===== src/rtl/mem_access_unit_pkg.sv =====
// Shared types for the MEM-stage load/store unit.
// funct3 access codes, FSM states and a funct3 legality helper.
package mem_access_unit_pkg;

  localparam logic [2:0] F3_B  = 3'b000;
  localparam logic [2:0] F3_H  = 3'b001;
  localparam logic [2:0] F3_W  = 3'b010;
  localparam logic [2:0] F3_BU = 3'b100;
  localparam logic [2:0] F3_HU = 3'b101;

  typedef enum logic [1:0] {
    S_IDLE = 2'd0,
    S_REQ  = 2'd1,
    S_WAIT = 2'd2,
    S_DONE = 2'd3
  } state_t;

  function automatic logic f3_legal(input logic [2:0] f3);
    return (f3 == F3_B) || (f3 == F3_H) || (f3 == F3_W) ||
           (f3 == F3_BU) || (f3 == F3_HU);
  endfunction

endpackage


===== src/rtl/mem_access_unit_lane_align.sv =====
// Byte-lane steering for the load/store unit.
// Store path builds enables and replicated data; load path extracts lanes.
module lsu_lane_align
  import mem_access_unit_pkg::*;
(
  input  logic [1:0]  st_off,
  input  logic [2:0]  st_f3,
  input  logic [31:0] wd,
  output logic [3:0]  be,
  output logic [31:0] wdata,
  output logic        misalign,
  input  logic [31:0] rdata,
  input  logic [1:0]  ld_off,
  input  logic [2:0]  ld_f3,
  output logic [31:0] ld_data
);

  logic [31:0] sh;

  always_comb begin
    be       = 4'hF;
    wdata    = wd;
    misalign = 1'b0;
    case (st_f3)
      F3_B, F3_BU: begin
        be    = 4'b0001 << st_off;
        wdata = {4{wd[7:0]}};
      end
      F3_H, F3_HU: begin
        be       = st_off[1] ? 4'b1100 : 4'b0011;
        wdata    = {2{wd[15:0]}};
        misalign = st_off[0];
      end
      default: begin
        be       = 4'hF;
        wdata    = wd;
        misalign = |st_off;
      end
    endcase
  end

  always_comb begin
    sh      = rdata >> {ld_off, 3'b000};
    ld_data = sh;
    case (ld_f3)
      F3_B:    ld_data = {{24{sh[7]}}, sh[7:0]};
      F3_H:    ld_data = {{16{sh[15]}}, sh[15:0]};
      F3_BU:   ld_data = {24'b0, sh[7:0]};
      F3_HU:   ld_data = {16'b0, sh[15:0]};
      default: ld_data = sh;
    endcase
  end

endmodule


===== src/rtl/mem_access_unit.sv =====
// MEM-stage load/store unit: req/gnt/rvalid data-memory master.
// Stalls the pipeline while a transaction is outstanding.
module mem_access_unit
  import mem_access_unit_pkg::*;
#(
  parameter int ADDR_W   = 32,
  parameter int MAX_WAIT = 255
) (
  input  logic              CLK,
  input  logic              RST_N,
  input  logic              memReadM,
  input  logic              memWriteM,
  input  logic [2:0]        funct3M,
  input  logic [ADDR_W-1:0] aluResultM,
  input  logic [31:0]       writeDataM,
  output logic [31:0]       readDataM,
  output logic              stallM,
  output logic              errM,
  output logic              dmem_req,
  output logic              dmem_we,
  output logic [ADDR_W-1:0] dmem_addr,
  output logic [3:0]        dmem_be,
  output logic [31:0]       dmem_wdata,
  input  logic              dmem_gnt,
  input  logic              dmem_rvalid,
  input  logic [31:0]       dmem_rdata
);

  localparam int CW = (MAX_WAIT > 0) ? $clog2(MAX_WAIT + 1) : 1;

  state_t state, state_n;

  logic [1:0]    off_q;
  logic [2:0]    f3_q;
  logic          err_q;
  logic [CW-1:0] cnt_q;
  logic [CW:0]   cnt_inc;
  logic          tmo_hit;

  logic          access, bad, latch, tmo, cap;
  logic [3:0]    be_n;
  logic [31:0]   wdata_n, ld_data;
  logic          misalign;

  lsu_lane_align u_align (
    .st_off   (aluResultM[1:0]),
    .st_f3    (funct3M),
    .wd       (writeDataM),
    .be       (be_n),
    .wdata    (wdata_n),
    .misalign (misalign),
    .rdata    (dmem_rdata),
    .ld_off   (off_q),
    .ld_f3    (f3_q),
    .ld_data  (ld_data)
  );

  assign access  = memReadM | memWriteM;
  assign bad     = (memReadM & memWriteM) |
                   ~f3_legal(funct3M) | misalign;
  assign cnt_inc = {1'b0, cnt_q} + (CW+1)'(1);
  assign tmo_hit = (MAX_WAIT != 0) &&
                   (cnt_inc == (CW+1)'(MAX_WAIT));
  assign errM    = (state == S_DONE) & err_q;

  always_comb begin
    state_n  = state;
    stallM   = 1'b0;
    dmem_req = 1'b0;
    latch    = 1'b0;
    tmo      = 1'b0;
    cap      = 1'b0;
    unique case (state)
      S_IDLE: begin
        if (access) begin
          stallM  = 1'b1;
          latch   = 1'b1;
          state_n = bad ? S_DONE : S_REQ;
        end
      end
      S_REQ: begin
        stallM   = 1'b1;
        dmem_req = 1'b1;
        if (dmem_gnt) begin
          state_n = dmem_we ? S_DONE : S_WAIT;
        end else if (tmo_hit) begin
          state_n = S_DONE;
          tmo     = 1'b1;
        end
      end
      S_WAIT: begin
        stallM = 1'b1;
        if (dmem_rvalid) begin
          state_n = S_DONE;
          cap     = 1'b1;
        end else if (tmo_hit) begin
          state_n = S_DONE;
          tmo     = 1'b1;
        end
      end
      S_DONE: state_n = S_IDLE;
      default: state_n = S_IDLE;
    endcase
  end

  always_ff @(posedge CLK or negedge RST_N) begin
    if (!RST_N) begin
      state      <= S_IDLE;
      dmem_we    <= 1'b0;
      dmem_addr  <= '0;
      dmem_be    <= '0;
      dmem_wdata <= '0;
      off_q      <= '0;
      f3_q       <= '0;
      err_q      <= 1'b0;
      cnt_q      <= '0;
      readDataM  <= '0;
    end else begin
      state <= state_n;
      if (latch) begin
        dmem_we    <= memWriteM;
        dmem_addr  <= {aluResultM[ADDR_W-1:2], 2'b00};
        dmem_be    <= be_n;
        dmem_wdata <= wdata_n;
        off_q      <= aluResultM[1:0];
        f3_q       <= funct3M;
        err_q      <= bad;
      end
      // Counter restarts per phase so REQ and WAIT each get the full budget
      if (latch || (state == S_REQ && dmem_gnt)) begin
        cnt_q <= '0;
      end else if (state == S_REQ || state == S_WAIT) begin
        cnt_q <= cnt_inc[CW-1:0];
      end
      if (cap) begin
        readDataM <= ld_data;
      end
      if (tmo) begin
        readDataM <= '0;
        err_q     <= 1'b1;
      end
    end
  end

endmodule


===== config.mk =====
export PLATFORM = sky130hd
export DESIGN_NAME = mem_access_unit
export DESIGN_NICKNAME = d
export VERILOG_FILES = /design/src/rtl/mem_access_unit_pkg.sv /design/src/rtl/mem_access_unit_lane_align.sv /design/src/rtl/mem_access_unit.sv
export SDC_FILE = /design/constraint.sdc
export NUM_CORES = 1
export LEC_CHECK = 0
export CAP_MARGIN = 25
export CORE_MARGIN = 3
export CORE_UTILIZATION = 49
export CTS_BUF_LIST = sky130_fd_sc_hd__clkbuf_4 sky130_fd_sc_hd__clkbuf_8 sky130_fd_sc_hd__clkbuf_16
export DETAILED_ROUTE_END_ITERATION = 7
export PLACE_DENSITY = 0.95
export SETUP_SLACK_MARGIN = 0.02
export SLEW_MARGIN = 20
export SYNTH_ARGS = -nofsm -noshare
export SYNTH_HDL_FRONTEND = slang
export SYNTH_SLANG_ARGS = --single-unit

===== constraint.sdc =====
create_clock -name CLK -period 5.2 [get_ports CLK]
set_input_delay 1.3 -clock CLK [delete_from_list [all_inputs] [get_ports CLK]]
set_output_delay 1.3 -clock CLK [all_outputs]
set_load 0.01 [all_outputs]

==> impl_metrics.env, run 1 <==
export IMPL_io_pins=209
export IMPL_via_count=5113
export IMPL_synth_distinct_cells=54
export IMPL_finalPower_mw=5.36
export IMPL_drt_total_wl_mm=17.3
export IMPL_drtIter0Drc=484
export IMPL_dp_cells=865
export IMPL_rows=39
export IMPL_die_h_um=115
export IMPL_crit_type="in2out"
export IMPL_p_seq_share_pct=30.7
export IMPL_start_util_pct=50.5
export IMPL_max_clock_freq_ghz=0.252
export IMPL_p_sw_mw=1.88
export IMPL_drive_gt1_share_pct=17.6
export IMPL_hold_path_class="reg2reg"
export IMPL_synth_yosys_warnings=0
export IMPL_yosys_top_cells_area="dfrtp_1 50%, mux2_2 9.7%, mux2i_1 7.1%"
export IMPL_netlist_instances=545
export IMPL_place_gp_congestion=0.854
export IMPL_drt_first_pass_iters=5
export IMPL_cts_max_path_buffers=2
export IMPL_peakVddDrop_mv=0.351
export IMPL_post_drt_wl_per_cell_um=19.3
export IMPL_synth_avg_cell_area_um2=10.6
export IMPL_cts_root_buf="clkbuf_16"
export IMPL_hpwl_mm=12.3
export IMPL_syn_area_um2=5800
export IMPL_synth_seq_cells=115
export IMPL_die_width_um=115
export IMPL_final_cell_count_no_fill=898
export IMPL_period_minus_slack_ps=3960
export IMPL_synth_area_leader_cell="dfrtp_1"
export IMPL_tightest_slew_ps=967
export IMPL_htree_levels=4
export IMPL_cp_end_kind="output port"
export IMPL_via_per_inst=5.69
export IMPL_antenna_found_initial=0
export IMPL_place_ws_ps=1230
export IMPL_power_internal_mw=3.48
export IMPL_leakagePower_nw=3.64
export IMPL_synth_top_area_share_pct=49.7
export IMPL_cts_buffers=17
export IMPL_cp_arrival_ps=2660
export IMPL_tritoncts="yes"
export IMPL_grt_first_pass_wirelength_mm=27.3
export IMPL_required_ps=3900
export IMPL_max_cap_violations=0
export IMPL_cts_resized=0
export IMPL_final_hold_viol_count=0
export IMPL_crit_path_start_kind="input pin"
export IMPL_crit_fanout=4
export IMPL_portBuffers=206
export IMPL_post_cts_buffers=0
export IMPL_core_area_um2=11500
export IMPL_setup_viol=0
export IMPL_p_per_area_nw_per_um2=625
export IMPL_clk_latency_ps=410
export IMPL_die_area_um2=13200
export IMPL_p_clk_share_pct=22.4
export IMPL_clkSlewWorstSetupHoldPaths_ps=50
export IMPL_ant_nets=0
export IMPL_rsz0062_at_grt="false"
export IMPL_drcViolationCount=0
export IMPL_skew_ps=6.98
export IMPL_clock_sinks=115
export IMPL_area_growth_pct=47.9
export IMPL_grt_pass1_vias=5331
export IMPL_slew_headroom_pct=35.3
export IMPL_grt_max_degree=105
export IMPL_fin_nets=855
export IMPL_grt_ovfl_total=0
export IMPL_slew_viol_final=0
export IMPL_period_share_pct=76.2
export IMPL_fin_ws_ps=1240
export IMPL_synth_seq_area_share_pct=49.7
export IMPL_grt_use_total_pct=26.4
export IMPL_switching_share_pct=35.0
export IMPL_status="finished, final reports clean"
export IMPL_pwr_share_comb_pct=46.9
export IMPL_holdBufCountCts=0
export IMPL_finalSetupTns_ps=0
export IMPL_antenna_cells=0
[Yosys cell counts (all sizes together)]
cell type    n
xor2         3
nor3         1
inv         16
nor2        36
nor3b        1
a21bo        1
mux2i       41
a32o         1
nand2       83
a311o        1
nor2b        4
or2          2
dfrtp      115
o221ai       7
nand3b       3
nor4         2
o21ai       37
nand4        2
a211oi      17
or4          1
a41o         1
o211ai      10
o31a         2
o22ai        1
o2111ai      1
and2         2
mux2        50
nor4b        1
clkbuf      19
a21oi       35
ha           8
nand2b       4
a211o        1
a21boi       1
and3         2
xnor2        1
buf         17
a31oi        2
conb         1
nand3        7
and3b        1
or3          3
mux4         1
[worst max-delay path, cell delays in order]
cell,delay [ps]
clkdlybuf4s50_1,570
o21ai_4,80
a21oi_1,150
clkdlybuf4s50_1,550
[per-layer routing]
layer  vias up  GRT usage, %  routed length, µm
met3        50          7.84               1560
met2       278          44.5               8580
li1       2310             -                  -
met4         0          12.4                632
met1      2475          31.1               6520
met5         -             0                  0
[power groups by stage]
stage,clock network (mW),logic (mW),registers (mW)
floorplan,0,1.15,1.75
global placement,0,2.35,1.64
detailed placement,0,2.48,1.65
CTS,1.21,2.51,1.64
global route,1.25,2.71,1.70
finish,1.20,2.51,1.64
[through the flow]
step | cell area (µm²) | hold WS [ps] | utilization, %
2_1_floorplan | 5800 | 453 | -
3_3_place_gp | 7920 | 463 | 69.0
3_5_place_dp | 7930 | 470 | 69.2
4_1_cts | 8540 | 482 | 74.5
5_1_grt | 8570 | 498 | 74.7
6_report | 8570 | 476 | 74.7
[sequential cells by signal (all words and copies together) (netlist names), 2 cells and up]
name	cells
cnt_q	8
dmem_addr	30
dmem_be	4
dmem_wdata	32
f3_q	3
off_q	2
readDataM	32
state	2
[final cells by class]
cell class	instances	area, µm²
fill	741	2900
sequential	115	2880
multi-input combinational	379	2700
timing repair buffer	213	2140
clock buffer	22	475
tap	143	179
clock inverter	10	131
inverter	16	60.1
[cell families (layout without fill, tap and decap cells)]
group	after synthesis	after routing	share of synthesized area, %
xor+xnor	4	4	0.605
simple gates	155	155	12.0
flops	115	115	49.7
mux	92	92	17.2
other cells	1	2	0.0647
compound gates	118	118	14.8
buf+inv	52	261	3.95
fa+ha+maj	8	8	1.73
[placed cells by master (no fill, tap or decap), types with 2 or more instances in the layout]
| master | n |
|---|---|
| a211oi_1 | 2 |
| a211oi_2 | 15 |
| a21oi_1 | 20 |
| a21oi_2 | 15 |
| a31oi_1 | 2 |
| and2_1 | 2 |
| buf_4 | 5 |
| bufinv_16 | 3 |
| clkbuf_16 | 17 |
| clkbuf_4 | 3 |
| clkbuf_8 | 2 |
| clkdlybuf4s50_1 | 205 |
| clkinv_2 | 5 |
| conb_1 | 2 |
| dfrtp_1 | 115 |
| ha_1 | 8 |
| inv_1 | 15 |
| mux2_2 | 50 |
| mux2i_1 | 41 |
| nand2_1 | 82 |
| nand2b_1 | 4 |
| nand3_1 | 7 |
| nand3b_1 | 3 |
| nand4_1 | 2 |
| nor2_1 | 36 |
| nor2b_1 | 4 |
| o211ai_1 | 10 |
| o21ai_0 | 36 |
| o221ai_1 | 7 |
| o31a_1 | 2 |
| or2_2 | 2 |
| or3_1 | 2 |
| xor2_1 | 3 |
[final timing paths]
path / start / endpoint / slack (ps) / depth (start not counted)
max: memWriteM / stallM / 1240 / 4
min: dmem_wdata[28] / dmem_wdata[28] / 480 / 2
max reg2reg: cnt_q[0] / readDataM[15] / 2390 / 7
min reg2reg: dmem_wdata[28] / dmem_wdata[28] / 480 / 2
max in group asynchronous: RST_N / dmem_addr[21] / 3350 / 2
min in group asynchronous: RST_N / readDataM[14] / 940 / 1
(Power assumes the default switching activity.)
==> run 2: changes to the inputs <==
CORE_UTILIZATION = 45   (was 49)
PLACE_DENSITY = 0.9   (was 0.95)
clock period = 4.05 ns   (was 5.2 ns; I/O delays follow)
==> run 2 against run 1 <==
Compared with the run above: power increased by 25%; sequential power grew 29%; via count fell by 0.68%; global-route usage fell by 1.5 points; non-clock buffer count increased by 3; register-to-register slack worse by 1200 ps; flip-flop and latch count did not move; critical path depth unchanged; worst hold slack barely moved; setup slack worse by 580 ps; largest cell class unchanged.
==> impl_metrics.env, run 2 (same netlist as run 1, synthesis figures left out) <==
export IMPL_status="finished, final reports clean"
export IMPL_dp_cells=893
export IMPL_grt_first_pass_wirelength_mm=28.3
export IMPL_drt_total_wl_mm=17.3
export IMPL_cts_resized=0
export IMPL_r2r_cells=7
export IMPL_slowest_stage="clkdlybuf4s50_1"
export IMPL_post_cts_buffers=0
export IMPL_die_area_um2=14300
export IMPL_grt_pass1_vias=5509
export IMPL_grt_max_degree=105
export IMPL_drt_first_pass_iters=4
export IMPL_critPathBufInv=2
export IMPL_grt_use_total_pct=24.9
export IMPL_slew_viol_final=0
export IMPL_rows=40
export IMPL_leakagePower_nw=3.64
export IMPL_cp_end_kind="output port"
export IMPL_dpl_cell_area_um2=8000
export IMPL_antenna_cells=0
export IMPL_cts_buffers=17
export IMPL_final_cell_mix="205 x clkdlybuf4s50_1, 115 x dfrtp_1, 82 x nand2_1"
export IMPL_reg_top3="dmem_wdata (32), readDataM (32), dmem_addr (30)"
export IMPL_r2r_end="readDataM[15]"
export IMPL_start_util_pct=47.1
export IMPL_max_cap_violations=0
export IMPL_io_pins=209
export IMPL_crit_path_start_kind="input pin"
export IMPL_crit_top_cell="clkdlybuf4s50_1"
export IMPL_worstHoldEndpoint="dmem_wdata[16]"
export IMPL_peakVddDrop_mv=0.625
export IMPL_r2r_setup_slack_ps=1180
export IMPL_place_gp_congestion=0.891
export IMPL_drive_gt1_share_pct=17.6
export IMPL_clk_latency_ps=410
export IMPL_crit_chain="clkdlybuf4s50_1 > o21ai_4 > a21oi_1 > clkdlybuf4s50_1"
export IMPL_r2r_start="cnt_q[0]"
export IMPL_fill_cells=908
export IMPL_max_clock_freq_ghz=0.295
export IMPL_skew_ps=5.03
export IMPL_crit_type="in2out"
export IMPL_area_growth_pct=48.0
export IMPL_cts_root_buf="clkbuf_16"
export IMPL_ant_nets=0
export IMPL_period_minus_slack_ps=3390
export IMPL_final_common_cell="clkdlybuf4s50_1"
export IMPL_clkSlewWorstSetupHoldPaths_ps=50
export IMPL_period_share_pct=83.8
export IMPL_hold_path_class="reg2reg"
export IMPL_fin_nets=858
export IMPL_cp_arrival_ps=2380
export IMPL_die_h_um=119
export IMPL_htree_levels=4
export IMPL_rsz0062_at_grt="false"
export IMPL_finalPower_mw=6.72
export IMPL_grt_ovfl_total=0
export IMPL_setup_viol=0
export IMPL_drcViolationCount=0
export IMPL_hpwl_mm=12.6
export IMPL_final_cell_count_no_fill=923
export IMPL_hp_start="dmem_wdata[16]"
export IMPL_final_hold_viol_count=0
export IMPL_critPathTopFamily="buffers and inverters"
export IMPL_fin_area_um2=8580
export IMPL_via_count=5078
export IMPL_drtIter0Drc=465
export IMPL_required_ps=3040
export IMPL_cts_max_path_buffers=2
export IMPL_slew_headroom_pct=52.6
export IMPL_core_area_um2=12300
export IMPL_finalSetupTns_ps=0
export IMPL_die_width_um=119
export IMPL_post_drt_wl_per_cell_um=18.7
export IMPL_slowest_delay_ps=580
export IMPL_antenna_found_initial=0
export IMPL_p_per_area_nw_per_um2=783
export IMPL_clock_sinks=115
export IMPL_crit_fanout=4
export IMPL_portBuffers=206
export IMPL_cp_num_cells=4
export IMPL_holdBufCountCts=0
export IMPL_holdPathStages=2
export IMPL_via_per_inst=5.50
export IMPL_tightest_slew_ps=710
export IMPL_tritoncts="yes"
[run 2: how the worst max path moves through the flow]
stage,start,to,slack [ps]
4_1_cts,memWriteM,stallM,660
3_3_place_gp,memWriteM,stallM,680
5_1_grt,memWriteM,stallM,610
3_5_place_dp,memWriteM,stallM,670
6_report,memWriteM,stallM,660
2_1_floorplan,memWriteM,stallM,1020
[run 2: area by class of cell]
cell class                      instances  area, µm²  area share, %
Sequential cell                       115       2880           33.6
Multi-Input combinational cell        379       2700           31.5
Timing Repair Buffer                  216       2170           25.4
Clock buffer                           23        495           5.78
Tap cell                              168        210           2.45
Inverter                               16       60.1          0.700
Clock inverter                          6       55.1          0.642
[run 2: metrics by stage]
step           utilization, %  setup slack, ps  hold slack [ps]
2_1_floorplan               -             1020              453
3_3_place_gp             64.8              680              463
3_5_place_dp             65.0              669              470
4_1_cts                  69.4              657              481
5_1_grt                  69.7              611              515
6_report                 69.7              655              476
[run 2: power breakdown]
| group | internal [mW] | total, mW | switching, mW |
|---|---|---|---|
| sequential | 1.71 | 2.12 | 0.404 |
| combinational | 1.74 | 3.20 | 1.46 |
| clock | 0.904 | 1.40 | 0.494 |
[run 2: worst min-delay path, stage by stage, from the launching register on]
cell	delay [ps]
dfrtp_1	340
nand2_1	40
o21ai_0	60
[run 2: layer usage]
| metal | GRT usage, % | up-vias | share of wire (%) |
|---|---|---|---|
| met5 | 0 | - | 0 |
| met4 | 12.2 | 0 | 3.1 |
| met1 | 27.8 | 2479 | 37 |
| met3 | 8.93 | 47 | 9.1 |
| li1 | - | 2309 | - |
| met2 | 42.1 | 243 | 50 |
